File: config.mk
export PLATFORM = sky130hd
export DESIGN_NAME = stall_control_unit
export DESIGN_NICKNAME = d
export VERILOG_FILES = /design/src/rtl/stall_control_unit.sv
export SDC_FILE = /design/constraint.sdc
export NUM_CORES = 1
export LEC_CHECK = 0
export BUFFER_PORTS_ARGS = -buffer_cell sky130_fd_sc_hd__buf_2
export CORE_AREA = 2 2 39 41
export CTS_BUF_LIST = sky130_fd_sc_hd__clkbuf_8
export CTS_CLUSTER_SIZE = 30
export DETAILED_ROUTE_END_ITERATION = 12
export DIE_AREA = 0 0 41 43
export GPL_ROUTABILITY_DRIVEN = 0
export PLACE_DENSITY_LB_ADDON = 0.3
export SLEW_MARGIN = 20
export SYNTH_ARGS = -nofsm -noshare
export SYNTH_HDL_FRONTEND = slang
export SYNTH_SLANG_ARGS = --single-unit
File: constraint.sdc
create_clock -name clk -period 1.91 [get_ports clk]
set_clock_uncertainty 0.15 [all_clocks]
set_input_delay 0.382 -clock clk [delete_from_list [all_inputs] [get_ports clk]]
set_output_delay 0.382 -clock clk [all_outputs]
set_load 0.03 [all_outputs]
File: src/rtl/stall_control_unit.sv
// -----------------------------------------------------------------------------
// stall_control_unit
//
// Purpose:
//   Holds the fetch stage and the program counter while a control-flow
//   instruction (jump) or a load is resolved further down the pipeline. It can
//   also freeze the core permanently when a halt instruction is decoded.
//
//   Each jump stalls fetch for JMP_STALL cycles and each load for LD_STALL
//   cycles. Every stall window ends with a single RELEASE cycle. During that
//   cycle stall is low, so the held instruction issues exactly once. It is not
//   re-decoded, which would otherwise start the same window again.
//
// Parameters:
//   INS_W     instruction width (>= 5); opcode is ins_pm[INS_W-1:INS_W-5]
//   JMP_STALL stall cycles per jump (1..15)
//   LD_STALL  stall cycles per load (1..15)
//   HLT_EN    1 = halt opcode freezes the core, 0 = halt opcode is a NOP
//
// Ports:
//   clk        single clock, rising edge
//   reset      synchronous, active-high reset
//   ins_pm     instruction word from program memory
//   stall      combinational stall request to fetch / PC
//   stall_pm   stall delayed by one cycle (program-memory enable)
//   stall_cnt  remaining stall cycles in the current window (registered)
//   halted     sticky halt flag (registered)
// -----------------------------------------------------------------------------
module stall_control_unit #(
    parameter int INS_W     = 20,
    parameter int JMP_STALL = 2,
    parameter int LD_STALL  = 1,
    parameter int HLT_EN    = 1
) (
    input  logic             clk,
    input  logic             reset,
    input  logic [INS_W-1:0] ins_pm,
    output logic             stall,
    output logic             stall_pm,
    output logic [3:0]       stall_cnt,
    output logic             halted
);

    typedef enum logic [2:0] {
        IDLE,
        JSTALL,
        LSTALL,
        RELEASE,
        HALT
    } state_t;

    // Counter value loaded on entry to a stall window. The cycle that decodes
    // the instruction is the first stall cycle, so the counter starts one
    // lower than the window length.
    localparam logic [3:0] JMP_INIT = 4'(JMP_STALL - 1);
    localparam logic [3:0] LD_INIT  = 4'(LD_STALL - 1);

    state_t     state;
    logic [4:0] opcode;
    logic       is_jmp;
    logic       is_ld;
    logic       is_hlt;

    // -------------------------------------------------------------------------
    // Decode
    // -------------------------------------------------------------------------
    assign opcode = ins_pm[INS_W-1 -: 5];
    assign is_jmp = (opcode[4:2] == 3'b111);
    assign is_ld  = (opcode == 5'b10100);
    assign is_hlt = (HLT_EN != 0) && (opcode == 5'b10001);

    // Only the opcode field matters here; the remaining bits are reduced into
    // a deliberately unused net.
    generate
        if (INS_W > 5) begin : g_operand_sink
            logic unused_operand_bits;
            assign unused_operand_bits = ^ins_pm[INS_W-6:0];
        end
    endgenerate

    // -------------------------------------------------------------------------
    // Combinational stall request
    // -------------------------------------------------------------------------
    // NOTE: every output of an always_comb block gets a default before the
    // case statement. Otherwise a path that does not assign it infers a latch.
    always_comb begin
        stall = 1'b0;
        if (!reset) begin
            unique case (state)
                IDLE:    stall = is_hlt | is_jmp | is_ld;
                JSTALL:  stall = 1'b1;
                LSTALL:  stall = 1'b1;
                HALT:    stall = 1'b1;
                RELEASE: stall = 1'b0;
                default: stall = 1'b0;
            endcase
        end
    end

    // -------------------------------------------------------------------------
    // State machine and registered outputs
    // -------------------------------------------------------------------------
    // NOTE: sequential state uses non-blocking assignments only. All registers
    // then sample pre-edge values, regardless of the order of the statements.
    always_ff @(posedge clk) begin
        if (reset) begin
            state     <= IDLE;
            stall_pm  <= 1'b0;
            stall_cnt <= 4'd0;
            halted    <= 1'b0;
        end else begin
            stall_pm <= stall;

            unique case (state)
                IDLE: begin
                    // Halt has the highest priority, then jump, then load.
                    if (is_hlt) begin
                        state     <= HALT;
                        stall_cnt <= 4'd0;
                        halted    <= 1'b1;
                    end else if (is_jmp) begin
                        state     <= (JMP_STALL == 1) ? RELEASE : JSTALL;
                        stall_cnt <= JMP_INIT;
                    end else if (is_ld) begin
                        state     <= (LD_STALL == 1) ? RELEASE : LSTALL;
                        stall_cnt <= LD_INIT;
                    end else begin
                        stall_cnt <= 4'd0;
                    end
                end

                JSTALL, LSTALL: begin
                    // ins_pm is ignored here. A comparison against <= 1
                    // (not == 1) keeps the counter from wrapping if it ever
                    // reaches 0 in these states.
                    if (stall_cnt <= 4'd1) begin
                        state     <= RELEASE;
                        stall_cnt <= 4'd0;
                    end else begin
                        stall_cnt <= stall_cnt - 4'd1;
                    end
                end

                RELEASE: begin
                    // The held instruction issues during this cycle. The next
                    // instruction is decoded fresh in IDLE.
                    state     <= IDLE;
                    stall_cnt <= 4'd0;
                end

                HALT: begin
                    // Only reset leaves this state.
                    stall_cnt <= 4'd0;
                    halted    <= 1'b1;
                end

                default: begin
                    state     <= IDLE;
                    stall_cnt <= 4'd0;
                    halted    <= 1'b0;
                end
            endcase
        end
    end

endmodule

Word-level counts from Yosys, hierarchy flattened
Cells that the tools add are included.
{ "classes": {"mux": 13, "add_sub_neg": 1, "order_cmp": 1, "n_bitwise": 4, "reduce_logical": 6, "eq_ne": 10} }
{ "op_table": {"columns": ["op", "count"], "rows": [
  ["two-way mux 3 bit", 4],
  ["== test 5 bit, second input constant", 2],
  ["case mux 3 bit (3 select lines)", 1],
  ["case mux 4 bit (2 select lines)", 1],
  ["== test 3 x 2 -> 1 bit, second input constant", 2],
  ["== test 3 bit, second input constant", 2],
  ["OR reduction 3 bit", 2],
  ["less-or-equal comparator 4 x 1 -> 1 bit, second input constant", 1],
  ["two-way mux 1 bit", 4],
  ["two-way mux 4 bit", 1],
  ["inequality test 2 bit, second input constant", 2],
  ["inequality test 4 bit, second input constant", 1],
  ["subtractor 4 x 1 -> 4 bit, second input constant", 1],
  ["== test 3 x 1 -> 1 bit, second input constant", 1],
  ["zero test 3 bit", 1],
  ["case mux 1 bit (3 select lines)", 1],
  ["AND reduction 3 bit", 1],
  ["inverter 1 bit", 2],
  ["bitwise OR 1 bit", 2],
  ["case mux 1 bit (2 select lines)", 1],
  ["AND reduction 2 bit", 1],
  ["OR reduction 2 bit", 1]
]} }
{ "word_totals": {"out_inout_bits": 7, "reg_bits": 9, "wordCells": 39, "inputBits": 22} }

Depth between registers and ports, before layout
{ "logic_depth": {"word_depth": 5, "mapped_depth": 5, "ltp_nobuf": 5} }

Least setup slack after synthesis
OpenSTA, ideal clock, no wires.
{ "synth_path": {"kind": "in2out", "from": "input ins_pm[16]", "to": "output stall", "n_path_buf": 0, "setup_slack_ps": 37, "t_required_ps": 1378, "t_arrival_ps": 1341, "stages": 3, "path_cell_list": "nor4b_2 -> o31ai_1 -> a21oi_1"} }
{ "synth_via": {"elab_chain_cells": 5, "word_cells_on_any_way": 6, "cone_classes": "eq/ne: 2; mux: 2; bitwise: 2"} }
{ "synth_lines": {"columns": ["element", "line", "rtl"], "rows": [
  ["start: declaration", "37", "input logic [INS_W-1:0] ins_pm,"],
  ["== test 5 bit", "70", "assign is_hlt = (HLT_EN != 0) && (opcode == 5'b10001);"],
  ["bitwise OR 1 bit", "90", "IDLE: stall = is_hlt | is_jmp | is_ld;"],
  ["bitwise OR 1 bit (*)", "90", null],
  ["case mux 1 bit (2 select lines) (*)", "89", "unique case (state)"],
  ["two-way mux 1 bit (*)", "88", "if (!reset) begin"],
  ["end: declaration", "38", "output logic stall,"]
]} }
Every way passes the cells marked *; elsewhere a longest branch is shown, timed or not.

Worst setup path in the final report
{ "layout_path": {"from": "input ins_pm[17]", "to": "output stall"} }
{ "layout_via": {"elab_chain_cells": 5, "word_cells_on_any_way": 7, "cone_classes": "eq/ne: 3; mux: 2; bitwise: 2"} }
{ "layout_lines": {"columns": ["element", "line"], "rows": [
  ["== test 5 bit / == test 3 bit (equally long branches)", "70, 68"],
  ["bitwise OR 1 bit", "90"],
  ["bitwise OR 1 bit (*)", "90"],
  ["case mux 1 bit (2 select lines) (*)", "89"],
  ["two-way mux 1 bit (*)", "88"]
]} }
Marks and branches as above.

==> run metrics <==
Hold WC Path Type in -> reg; pin count of the biggest net entering global routing 10; worst-path cell chain buf_2 -> and2_1 -> o31ai_1 -> a21oi_1 -> buf_2; Critical Path RT around 1.4 ns; post-synthesis simple-gate area fraction 27.5%; Setup CP Type in -> out; CORE AREA about 0.0014 mm2; CP peak stage delay ~0.35 ns; RSZ-0062 raised after global routing no; via count 450; Final ANT Viol Nets 0; share of cells above drive strength 1 between 30% and 40%; critical path capture point type output port; Least-Margin Pin Slew roughly 0.34 ns; P_leak between 0.2 and 0.3 nW; Critical Path Start Type input port; Max Fclk between 500 and 600 MHz; synth unique cells 30; final hold violation count 0; DRT Pass-1 Iters 2; Post-CTS Resized 0; cts hold-fix bufs 0; Starting Density a little over a third; Final nets between 90 and 100; DRC 0; Port Buf Inserts 13; detailed placer's ending HPWL ~740 um; total power divided by cell area approximately 1100 mW/mm2; most common cell after layout, fill and taps aside buf_2; cell mode on critical path buf_2; setup tns final 0 ns; Post-Synth XOR/XNOR Area under 10%; WP depth 5; vias per cell ~5.1; Worst Path Buf+Inv 2; Adder-Cell Fraction of Synth Area approximately 5%; Synth warnings 0; drt total wl ~990 um; Seq. cell area about 180 um2; max_slew headroom between 70% and 80%; P&R area growth vs syn 26.7%; multiplexer share of the synthesized area 0%; final setup vio count 0; register bit count reported by yosys 9; commonest cells after routing, fill and taps aside 13 x buf_2, 9 x dfxtp_1, 6 x a21oi_1, 5 x nor3_1; width of the chip slightly above 40 um; main combinational cell family by area after synthesis simple AND/OR/NAND/NOR gates; initial antenna violation count 0; worst-path fanout max 4; Die Span Y around 43 um; TritonCTS Buffers 3; Final Max Slew Viols 0; H-tree Lvls 1; GRT Residual Overflow 0; die area between 0.0015 and 0.002 mm2; DR WL/cell approximately 11 um; worst skew pair latency about 0.23 ns; number of max-cap violations 0; vias in the first global route 390; peak supply drop between 0.5 and 0.6 mV; diode count 0; Cells after Synth 56; clock sink count 9; Max clock buf depth 2; hold path depth 2; Overall Global Routing Usage around 14%; root buffer cell clkbuf_8; TritonCTS clock tree done; worst hold slack around 0.23 ns; CP max stage cell o31ai_1; min Tclk post-route ~1.9 ns; first-pass GRT wire length between 1.5 and 2 mm; setup bufs post-CTS 0; syn_area_per_cell 8.94 um2; Fillers 142; delay-heaviest family, CP compound AO/OA/AOI/OAI gates; register area share after synthesis between 30 and 40%; number of top-level pins 29; Cell Rows 14; Post-Syn Nets 80; critical path arrival 1.32 ns; Period Utilization, post-route between 90% and 100%; area occupied by multi-input gates between 300 and 400 um2; cell area after synthesis 500 um2; Clock transition at path regs roughly 0.04 ns; drt first-iter violations 1; status finished clean; compound-cell area share of the yosys netlist 20.3%; Reg2Reg Depth 5
## where the power goes
part	switching, mW	internal, mW
registers	0.0361	0.216
logic	0.122	0.105
clock network	0.0765	0.140
## metal layers
layer  part of all wire [%]  track usage [%]  up-vias
li1                       -                -      236
met1                     45             14.2      197
met2                     44             20.9       12
met3                    6.8             7.85        5
met4                    3.8             12.0        0
met5                      0                0        -
## worst register-to-register path: cells and delay by family (launching register included)
| family | cells | cell delay [ns] |
|---|---|---|
| compound gates | 2 | 0.26 |
| flops | 1 | 0.37 |
| fa+ha+maj | 1 | 0.23 |
| buf+inv | 1 | 0.07 |
| simple gates | 1 | 0.30 |
## final timing paths
| path | start | end | slack, ns |
|---|---|---|---|
| worst min-delay path | reset | state[2]$_SDFFE_PP0P_ | 0.23 |
| worst max-delay path | ins_pm[17] | stall | 0.06 |
| worst min register to register | halted$_SDFFE_PP0P_ | halted$_SDFFE_PP0P_ | 0.42 |
| worst max register to register | stall_cnt[0]$_SDFF_PP0_ | state[0]$_SDFFE_PP0P_ | 0.39 |
## final cells by class
type / instances / area share (%)
inverters: 2 / 1.18
multi-input cells: 42 / 47.5
flip-flops and latches: 9 / 28.4
well taps: 16 / 3.16
clock inverters: 1 / 0.592
repair buffers: 15 / 12.6
clock buffers: 3 / 6.51
## flip-flops by register name, indices dropped and copies added, names as in the netlist
signal,count
stall_pm,1
state,3
halted,1
stall_cnt,4
## through the flow
stage	util, %	total power, mW	setup slack, ns	area (um2)	instances
finish	45.8	0.695	0.0585	634	88
global route	45.8	0.740	0.0100	634	88
CTS	45.0	0.704	0.0243	623	88
detailed placement	41.8	0.478	0.0296	578	84
global placement	41.8	0.475	0.0414	578	84
floorplan	-	0.443	0.0366	500	56
## logic make-up after synthesis
family | after synthesis
simple gates | 22
compound gates | 15
flops | 9
buf+inv | 5
xor+xnor | 3
fa+ha+maj | 2
## Yosys cell counts
| cell | count | area share [%] |
|---|---|---|
| or2_2 | 1 | 1.3 |
| o31ai_1 | 3 | 4.5 |
| nor3b_1 | 1 | 1.5 |
| a31oi_1 | 1 | 1.3 |
| dfxtp_1 | 9 | 36 |
| nor4_1 | 1 | 1.3 |
| and2b_2 | 2 | 3.5 |
| and3_1 | 1 | 1.3 |
| and2_1 | 1 | 1.3 |
| nand3_1 | 1 | 1.0 |
| nor2_1 | 4 | 3.0 |
| a2111o_1 | 1 | 2.2 |
| a21oi_1 | 6 | 6.0 |
| nor4b_2 | 1 | 3.0 |
| or2_4 | 1 | 1.8 |
| buf_4 | 1 | 1.5 |
| clkbuf_1 | 1 | 0.75 |
| xor2_1 | 1 | 1.8 |
| ha_1 | 2 | 5.0 |
| buf_6 | 1 | 2.2 |
| nand2_1 | 1 | 0.75 |
| nor3_1 | 5 | 5.0 |
| or2_1 | 1 | 1.3 |
| or3b_2 | 1 | 1.8 |
| o221a_2 | 1 | 2.2 |
| inv_1 | 2 | 1.5 |
| o22ai_1 | 1 | 1.3 |
| xnor2_1 | 2 | 3.5 |
| o311ai_0 | 1 | 1.8 |
| o21ai_0 | 1 | 1.0 |
Note: power is estimated with default switching activity, not from simulation.
